File: src/rtl/if_fetch_ctrl.sv
// Instruction fetch controller: issues one request at a time over the
// instruction SRAM-like bus and buffers the returned word for decode.
module if_fetch_ctrl #(
    parameter logic [31:0] RESET_PC = 32'h1c000000
) (
    input  logic        clk,
    input  logic        resetn,
    output logic        inst_sram_req,
    output logic        inst_sram_wr,
    output logic [1:0]  inst_sram_size,
    output logic [3:0]  inst_sram_wstrb,
    output logic [31:0] inst_sram_wdata,
    output logic [31:0] inst_sram_addr,
    input  logic        inst_sram_addr_ok,
    input  logic        inst_sram_data_ok,
    input  logic [31:0] inst_sram_rdata,
    input  logic        br_taken,
    input  logic [31:0] br_target,
    input  logic        ds_allowin,
    output logic        fs_to_ds_valid,
    output logic [63:0] fs_to_ds_bus
);

    typedef enum logic [1:0] {
        S_REQ,
        S_WAIT,
        S_HOLD
    } state_t;

    state_t      state;
    logic        req_q;
    logic        discard;
    logic [31:0] pc;
    logic [31:0] pend;
    logic [63:0] buf_q;
    logic [31:0] tgt;
    logic        accept;

    assign tgt    = {br_target[31:2], 2'b00};
    // req_q is only ever high in S_REQ; it stays low for the first cycle
    // after reset so nothing is presented while the bridge wakes up.
    assign accept = (state == S_REQ) & req_q & inst_sram_addr_ok;

    assign inst_sram_req   = req_q;
    assign inst_sram_addr  = pc;
    assign inst_sram_wr    = 1'b0;
    assign inst_sram_size  = 2'd2;
    assign inst_sram_wstrb = 4'h0;
    assign inst_sram_wdata = 32'h0;

    // A redirect in the same cycle hides the buffered instruction.
    assign fs_to_ds_valid = (state == S_HOLD) & ~br_taken;
    assign fs_to_ds_bus   = buf_q;

    // Fetch FSM: request, wait for response, hold for decode.
    always_ff @(posedge clk or negedge resetn) begin
        if (!resetn) begin
            state   <= S_REQ;
            req_q   <= 1'b0;
            discard <= 1'b0;
            pc      <= RESET_PC;
            pend    <= 32'h0;
            buf_q   <= 64'h0;
        end else begin
            unique case (state)
                S_REQ: begin
                    req_q <= ~accept;
                    if (accept) begin
                        state <= S_WAIT;
                    end
                    // Request already in flight or committed: its
                    // response must be thrown away later.
                    if (br_taken) begin
                        discard <= 1'b1;
                        pend    <= tgt;
                    end
                end
                S_WAIT: begin
                    if (inst_sram_data_ok) begin
                        if (discard | br_taken) begin
                            discard <= 1'b0;
                            pc      <= br_taken ? tgt : pend;
                            state   <= S_REQ;
                            req_q   <= 1'b1;
                        end else begin
                            buf_q <= {inst_sram_rdata, pc};
                            state <= S_HOLD;
                        end
                    end else if (br_taken) begin
                        discard <= 1'b1;
                        pend    <= tgt;
                    end
                end
                S_HOLD: begin
                    if (br_taken) begin
                        pc    <= tgt;
                        state <= S_REQ;
                        req_q <= 1'b1;
                    end else if (ds_allowin) begin
                        pc    <= pc + 32'd4;
                        state <= S_REQ;
                        req_q <= 1'b1;
                    end
                end
                default: begin
                    state <= S_REQ;
                    req_q <= 1'b0;
                end
            endcase
        end
    end

endmodule
File: config.mk
export PLATFORM = sky130hd
export DESIGN_NAME = if_fetch_ctrl
export DESIGN_NICKNAME = d
export VERILOG_FILES = /design/src/rtl/if_fetch_ctrl.sv
export SDC_FILE = /design/constraint.sdc
export NUM_CORES = 1
export LEC_CHECK = 0
export BUFFER_PORTS_ARGS = -buffer_cell sky130_fd_sc_hd__buf_2
export CAP_MARGIN = 20
export CORE_UTILIZATION = 51
export CTS_CLUSTER_DIAMETER = 120
export DETAILED_ROUTE_END_ITERATION = 10
export PLACE_DENSITY = 0.91
export SYNTH_ARGS = -nofsm -noshare
export SYNTH_HDL_FRONTEND = slang
export SYNTH_SLANG_ARGS = --single-unit
File: constraint.sdc
create_clock -name clk -period 2.5 [get_ports clk]
set_input_delay 0.125 -clock clk [delete_from_list [all_inputs] [get_ports clk]]
set_output_delay 0.125 -clock clk [all_outputs]
set_load 0.01 [all_outputs]
[After elaboration in Yosys (flattened, before gate mapping)]
Cells that the tools add are included.
Operators by class
  mux-type cells: 23
  bitwise logic cells: 7
  $add $sub $neg: 1
  reductions and logical operators: 9
  equal/unequal tests: 8
Operators with widths (number)
  32-bit two-way mux: 6
  32-bit one-hot mux with 2 select lines: 2
  32-bit by 3-bit adder with 32-bit output, second input constant: 1
  2-bit two-way mux: 5
  3-bit AND reduction: 3
  2-bit inequality test, second input constant: 4
  1-bit two-way mux: 7
  3-bit inequality test, second input constant: 2
  2-bit one-hot mux with 3 select lines: 1
  2-bit AND reduction: 2
  4-bit AND reduction: 1
  2-bit nonzero test: 2
  1-bit AND: 3
  1-bit inverter: 3
  1-bit one-hot mux with 3 select lines: 1
  2-bit by 1-bit equality test with 1-bit output, second input constant: 1
  2-bit equality test, second input constant: 1
  2-bit zero test: 1
  1-bit one-hot mux with 2 select lines: 1
  1-bit OR: 1
Word-level totals
  output and inout port bits: 137
  register bits: 132
  bits of input ports: 70
  word-level logic and storage cells: 54

[Logic depth before layout (Yosys ltp)]
Gate-level depths: netlist of run 1.
  depth after elaboration: 5
  gate-level depth with buffers: 8
  mapped depth without buffers: 7

[Worst setup path before layout of run 1]
Ideal clock, no wire load.
  path type: register to register
  from: register state[1]
  to: register buf_q[41], in the netlist fs_to_ds_bus[41]
  clock period less this slack: 1.964 ns
  slack: 0.536 ns
  path buffers: 2
  data required time: 2.375 ns
  cell stages (with the launch flop): 9
  library setup time: 0.125 ns
  data arrival time: 1.840 ns
  cell sequence: dfrtp_1 -> inv_1 -> ha_1 -> nand2b_1 -> nor2_1 -> and2_1 -> clkbuf_1 -> buf_2 -> mux2_2
Between the ends
  word-level cells in the longest chain between the ends: 2
RTL lines
  start: declaration: RTL line 30  | state_t state;
  start signal: assignment: RTL line 58  | state <= S_REQ;
  start signal: assignment: RTL line 69  | state <= S_WAIT;
  start signal: assignment: RTL line 83  | state <= S_REQ;
  2-bit by 1-bit equality test with 1-bit output: RTL line 65  | unique case (state)
  3-bit AND reduction (no source line)
  end signal: assignment: RTL line 86  | buf_q <= {inst_sram_rdata, pc};
  end: declaration: RTL line 35  | logic [63:0] buf_q;
No other way between the ends.
A chain may end at the register's enable or synchronous reset.

[Final worst setup path of run 1]
  from: register state[0]
  to: output port fs_to_ds_valid
Between the ends
  word-level cells in the longest chain between the ends: 2
RTL lines
  2-bit equality test: RTL line 52  | assign fs_to_ds_valid = (state == S_HOLD) & ~br_taken;
  1-bit AND: RTL line 52
  end: declaration: RTL line 20  | output logic fs_to_ds_valid,
No other way between the ends.

==> impl_metrics.yaml, run 1 <==
outcome:
  status: "finished, final reports clean"
route:
  postRouteAntennaNets: 0
  wire_per_inst_um: 17.3
  drt-total-wl_um: 16700
  drc: 0
  wl_met1_um: 6440
  met2_length_um: 8680
  dr.max_layer_used: "met4"
  first_pass_iters: 5
  vias_per_cell: 5.60
  drt-initial-drc-count: 441
  vias: 5405
  wl_met3_um: 1150
cts:
  root_buffer: "clkbuf_16"
  cts_tree: "built"
  numCtsBuffers: 17
  cts_sinks: 132
  ctsLongestPathBuffers: 2
  clkTransAtPathRegs_ns: 0.06
  clk_latency_ns: 0.42
  htreeDepth: 4
final_layout:
  drive_above_1_share_pct: 38.3
  fin_nets: 859
  areaGrowthSynthToFinish_pct: 34.5
  filler_cell_count: 866
  final_cell_area_mm2: 0.00860
  fin_util_pct: 71.0
yosys:
  ys_warn_count: 0
  synth_top_flop_cell: "dfrtp_1"
  synthCells: 552
  seq_area_frac_synth_pct: 51.7
  netlist_area_mm2: 0.00639
  async_flop_share_pct: 100
  synth_cell_types: 56
  syn_area_per_cell_um2: 11.6
  ys_seq_elements: 132
  synth_edf_count: 0
placed_design:
  post-dp-hpwl_um: 10400
  portBuffers: 165
  place.gp.congestion: 0.837
  dpl_cell_area_mm2: 0.00732
  place_ws_ns: 0.326
hold_path:
  hold_path_class: "input pin to flip-flop"
floorplanning:
  die_area_mm2: 0.0130
  die_height_um: 114
  core_mm2: 0.0121
  start_util_pct: 52.8
  ios: 207
  die_width_um: 114
  row_count: 40
pwr:
  ir_worst_vdd_v: 0.000638
  powerDensity_mw_per_mm2: 1200
  p_leak_nw: 4.10
  total_power_mw: 10.3
sta:
  fin_crit_ns: 2.29
  tightest_slew_ns: 0.558
  slew_headroom_pct: 62.5
  slew_viol_final: 0
  clock.fmax_mhz: 437
  layout_setup_ws_ns: 0.212
  skew_ns: 0.00848
  setup_viol: 0
  period_share_pct: 91.5
  final.setup.tns_ns: 0
  rsz0062_at_grt: "no"
  finalHoldViolations: 0
grt:
  grt_pass1_vias: 5324
  grt_antenna_before_repair: 1
  grt_use_total_pct: 26.8
  grt_overflow: 0
  grt_pass1_wl_um: 26800
  grt_max_degree: 81
worst_setup_path:
  crit_path_start_kind: "flip-flop"
  critical_path.cell_chain: "inv_1 -> ha_1 -> nand2b_2 -> buf_12 -> inv_2 -> buf_2"
  cp_slowest_cell: "dfrtp_1"
  cp.arrival_ns: 2.16
  end_kind: "primary output"
  slowest_delay_ns: 0.40
  critPathKind: "flip-flop to primary output"
  worst-path-max-fanout: 16
  cp_data_required_time_ns: 2.38
job:
  cap_violations: 0
## cells in the final DEF, fill, tap and decap left out, types with 13 or more instances in the layout
cell type      Yosys  final
nor2_1            20     19
mux2_1            21     21
conb_1             2     39
dlygate4sd3_1      0     63
a21oi_1           22     22
o21ai_0           27     27
nand2_1           20     20
o21ai_1           19     19
clkbuf_16          0     17
buf_2              8    164
dfrtp_1          129    129
buf_4             39     13
mux2_2            74     74
## power by group
group | internal (mW) | leakage (nW) | switching [mW]
Clock | 1.76 | 0.300 | 0.922
Combinational | 1.75 | 2.16 | 1.89
Sequential | 3.16 | 1.63 | 0.849
## Yosys cell counts, drive strengths merged, types with 7 or more instances
master,n,area share [%]
nand3,10,0.86
clkbuf,19,1.1
a31oi,10,0.98
a21oi,22,1.7
dfrtp,129,50
nor3,7,0.72
a22oi,7,0.82
mux2,95,17
nand2,23,1.5
nor2,20,1.2
o21ai,46,3.6
inv,11,0.65
buf,49,5.3
nand2b,9,0.88
o211ai,7,0.82
nand4,8,0.78
## final cells by class
class	count	area [µm²]	share of cell area, %
diodes	1	2.50	0.0291
clock buffers	17	425	4.95
clock inverters	15	213	2.47
inverters	11	41.3	0.480
multi-input cells	378	2780	32.3
flip-flops and latches	132	3310	38.5
well taps	168	210	2.44
repair buffers	244	1620	18.8
## timing repair
item                                    in CTS  in global routing
buffers inserted                             0                  0
endpoints found under the setup margin       0                  1
gates resized for setup                      0                  1
hold buffers                                63                  0
hold endpoints to repair                   114                  0
## metrics by stage
stage               hold slack (ns)  std cells
finish                       0.0599        966
global route                 0.0643        966
detailed placement            0.107        870
CTS                          0.0342        965
global placement              0.110        870
floorplan                    -0.171        589
## worst max-delay path: cells and delay by family (launching register included)
family	cells	cell delay (ns)
buffers and inverters	4	0.72
DFF	1	0.40
adders and majority gates	1	0.36
and+or+nand+nor	1	0.26
## sequential cells by signal, summed over array words and instances (netlist names)
name	count
discard	1
fs_to_ds_bus	64
inst_sram_addr	32
inst_sram_req	1
pend	32
state	2
## per-layer routing
layer  global-route usage (%)  up-vias
met5                        0        -
met4                     11.3        0
met2                     46.2      290
met3                     6.32       44
met1                     32.1     2648
li1                         -     2423
## worst paths after layout
check                             startpoint                  to  slack (ns)  cells past startpoint
max                                 state[0]      fs_to_ds_valid        0.21                      6
min                        inst_sram_data_ok             discard        0.06                      3
max reg2reg                inst_sram_addr[2]  inst_sram_addr[24]        0.24                      6
min reg2reg                 fs_to_ds_bus[53]    fs_to_ds_bus[53]        0.48                      1
max in group asynchronous             resetn            pend[14]        1.49                      3
min in group asynchronous             resetn             pend[0]        0.23                      2
## cells by family (layout without fill, tap and decap cells)
family,count (synthesis),count (layout),synth area share (%)
compound gates,130,130,13.1
simple gates,104,104,9.47
other cells,2,40,0.117
mux,100,100,17.5
flops,132,132,51.7
fa+ha+maj,5,5,0.978
buf+inv,79,287,7.08
Note: power is estimated with default switching activity, not from simulation.
==> run 2, diff against run 1 <==
--- a/config.mk
+++ b/config.mk
@@ -7,10 +7,10 @@
 export LEC_CHECK = 0
 export BUFFER_PORTS_ARGS = -buffer_cell sky130_fd_sc_hd__buf_2
 export CAP_MARGIN = 20
-export CORE_UTILIZATION = 51
+export CORE_UTILIZATION = 50
 export CTS_CLUSTER_DIAMETER = 120
 export DETAILED_ROUTE_END_ITERATION = 10
-export PLACE_DENSITY = 0.91
+export PLACE_DENSITY = 0.9
 export SYNTH_ARGS = -nofsm -noshare
 export SYNTH_HDL_FRONTEND = slang
 export SYNTH_SLANG_ARGS = --single-unit
==> impl_metrics.yaml, run 2 (same netlist as run 1, synthesis figures left out) <==
floorplanning:
  core_mm2: 0.0123
  row_count: 40
  ios: 207
  die_height_um: 115
  die_width_um: 115
  die_area_mm2: 0.0132
  start_util_pct: 52.1
placed_design:
  portBuffers: 165
  place_ws_ns: 0.357
  place.gp.congestion: 0.830
  post-dp-hpwl_um: 10500
worst_setup_path:
  worst-path-max-fanout: 17
  critPathKind: "flip-flop to primary output"
  cp_data_required_time_ns: 2.38
  cp.arrival_ns: 2.25
  rrSetupSlack_ns: 0.32
  end_kind: "primary output"
  rr_worst_depth: 6
  crit_path_start_kind: "flip-flop"
final_layout:
  fin_util_pct: 69.5
  filler_cell_count: 890
  final_common_cell: "buf_2"
  areaGrowthSynthToFinish_pct: 33.3
  largest_reg_flops: 64
  fin_nets: 859
  drive_above_1_share_pct: 37.8
  final_cell_mix: "buf_2 (164), dfrtp_1 (129), mux2_2 (74), dlygate4sd3_1 (63), conb_1 (39)"
sta:
  rsz0062_at_grt: "no"
  slew_headroom_pct: 66.6
  final.setup.tns_ns: 0
  holdWs_ns: 0.0641
  layout_setup_ws_ns: 0.123
  skew_ns: 0.00780
  fin_crit_ns: 2.38
  finalHoldViolations: 0
  period_share_pct: 95.1
  slew_viol_final: 0
  tightest_slew_ns: 0.502
  clock.fmax_mhz: 421
  setup_viol: 0
pwr:
  p_sw_mw: 3.54
  p_int_mw: 6.44
  pwr-share-seq_pct: 39.8
  clkPwrFrac_pct: 24.1
  pwr-share-comb_pct: 36.1
  p_leak_nw: 4.07
  total_power_mw: 9.99
  ir_worst_vdd_v: 0.000581
  switching_share_pct: 35.5
  powerDensity_mw_per_mm2: 1170
grt:
  grt_max_degree: 61
  grt.met2_usage_pct: 41.9
  grt_use_total_pct: 25.0
  busiest_layer: "met2"
  grt_antenna_before_repair: 0
  met1_usage_pct: 30.7
  use_met3_pct: 5.54
  grt_overflow: 0
  grt_pass1_vias: 5151
  grt_pass1_wl_um: 25300
route:
  drt-total-wl_um: 15700
  vias: 5280
  postRouteAntennaNets: 0
  drc: 0
  first_pass_iters: 6
  wire_per_inst_um: 16.3
  vias_per_cell: 5.47
  drt-initial-drc-count: 392
cts:
  numCtsBuffers: 17
  post_cts_resized: 0
  root_buffer: "clkbuf_16"
  clkTransAtPathRegs_ns: 0.05
  htreeDepth: 4
  cts_sinks: 132
  cts_tree: "built"
  clk_latency_ns: 0.41
  ctsLongestPathBuffers: 2
outcome:
  status: "finished, final reports clean"
job:
  cap_violations: 0
hold_path:
  hold_path_class: "input pin to flip-flop"
  whs_path_depth: 3
[run 2: changes by cell type in the layout (fill, tap and decap cells not counted), sizes merged]
cell / delta
bufinv: -3
clkbuf: +5
clkinvlp: -3
[run 2: cell type report]
type                       count  area, µm²  share of cell area [%]
inverter                      11       41.3                   0.484
clock buffer                  22        474                    5.56
multi-input combinational    378       2780                    32.6
antenna                        1       2.50                  0.0294
clock inverter                 9        104                    1.22
tap                          168        210                    2.47
sequential                   132       3310                    38.8
timing repair buffer         244       1610                    18.9
[run 2: final timing paths]
check,from,endpoint
setup reg to reg,inst_sram_addr[2],inst_sram_addr[30]
hold / removal,inst_sram_data_ok,discard
max in group asynchronous,resetn,inst_sram_addr[26]
setup / recovery,state[0],fs_to_ds_valid
hold reg to reg,fs_to_ds_bus[52],fs_to_ds_bus[52]
min in group asynchronous,resetn,fs_to_ds_bus[2]
[run 2: critical path, stage by stage, from the launching register on]
cell      delay [ns]
dfrtp_1         0.39
inv_1           0.10
ha_1            0.27
nand2b_1        0.32
buf_4           0.32
inv_2           0.23
buf_2           0.19
[run 2: through the flow]
stage / instance area (µm²) / instances
2_1_floorplan: 6530 / 589
5_1_grt: 8520 / 964
3_5_place_dp: 7310 / 870
4_1_cts: 8520 / 964
6_report: 8520 / 965
3_3_place_gp: 7310 / 870
[run 2: layer usage]
layer  routed length [µm]  vias up  part of all wire (%)
met5                    0        -                     0
met4                  372        0                   2.4
met3                  898       32                   5.7
met2                 7970      247                    51
met1                 6470     2572                    41
li1                     -     2429                     -
[run 2: repair_timing]
| action | CTS | global route |
|---|---|---|
| buffers inserted | 0 | 0 |
| endpoints found under the setup margin | 0 | 0 |
| hold buffers | 63 | 0 |
| hold endpoints to repair | 109 | 0 |
[run 2: power by group through the flow]
stage	combinational [mW]	sequential [mW]	clock, mW
4_1_cts	3.60	3.96	2.45
6_report	3.60	3.98	2.41
3_5_place_dp	3.51	3.99	0
3_3_place_gp	3.38	3.92	0
2_1_floorplan	1.95	4.14	0
5_1_grt	3.96	4.12	2.55
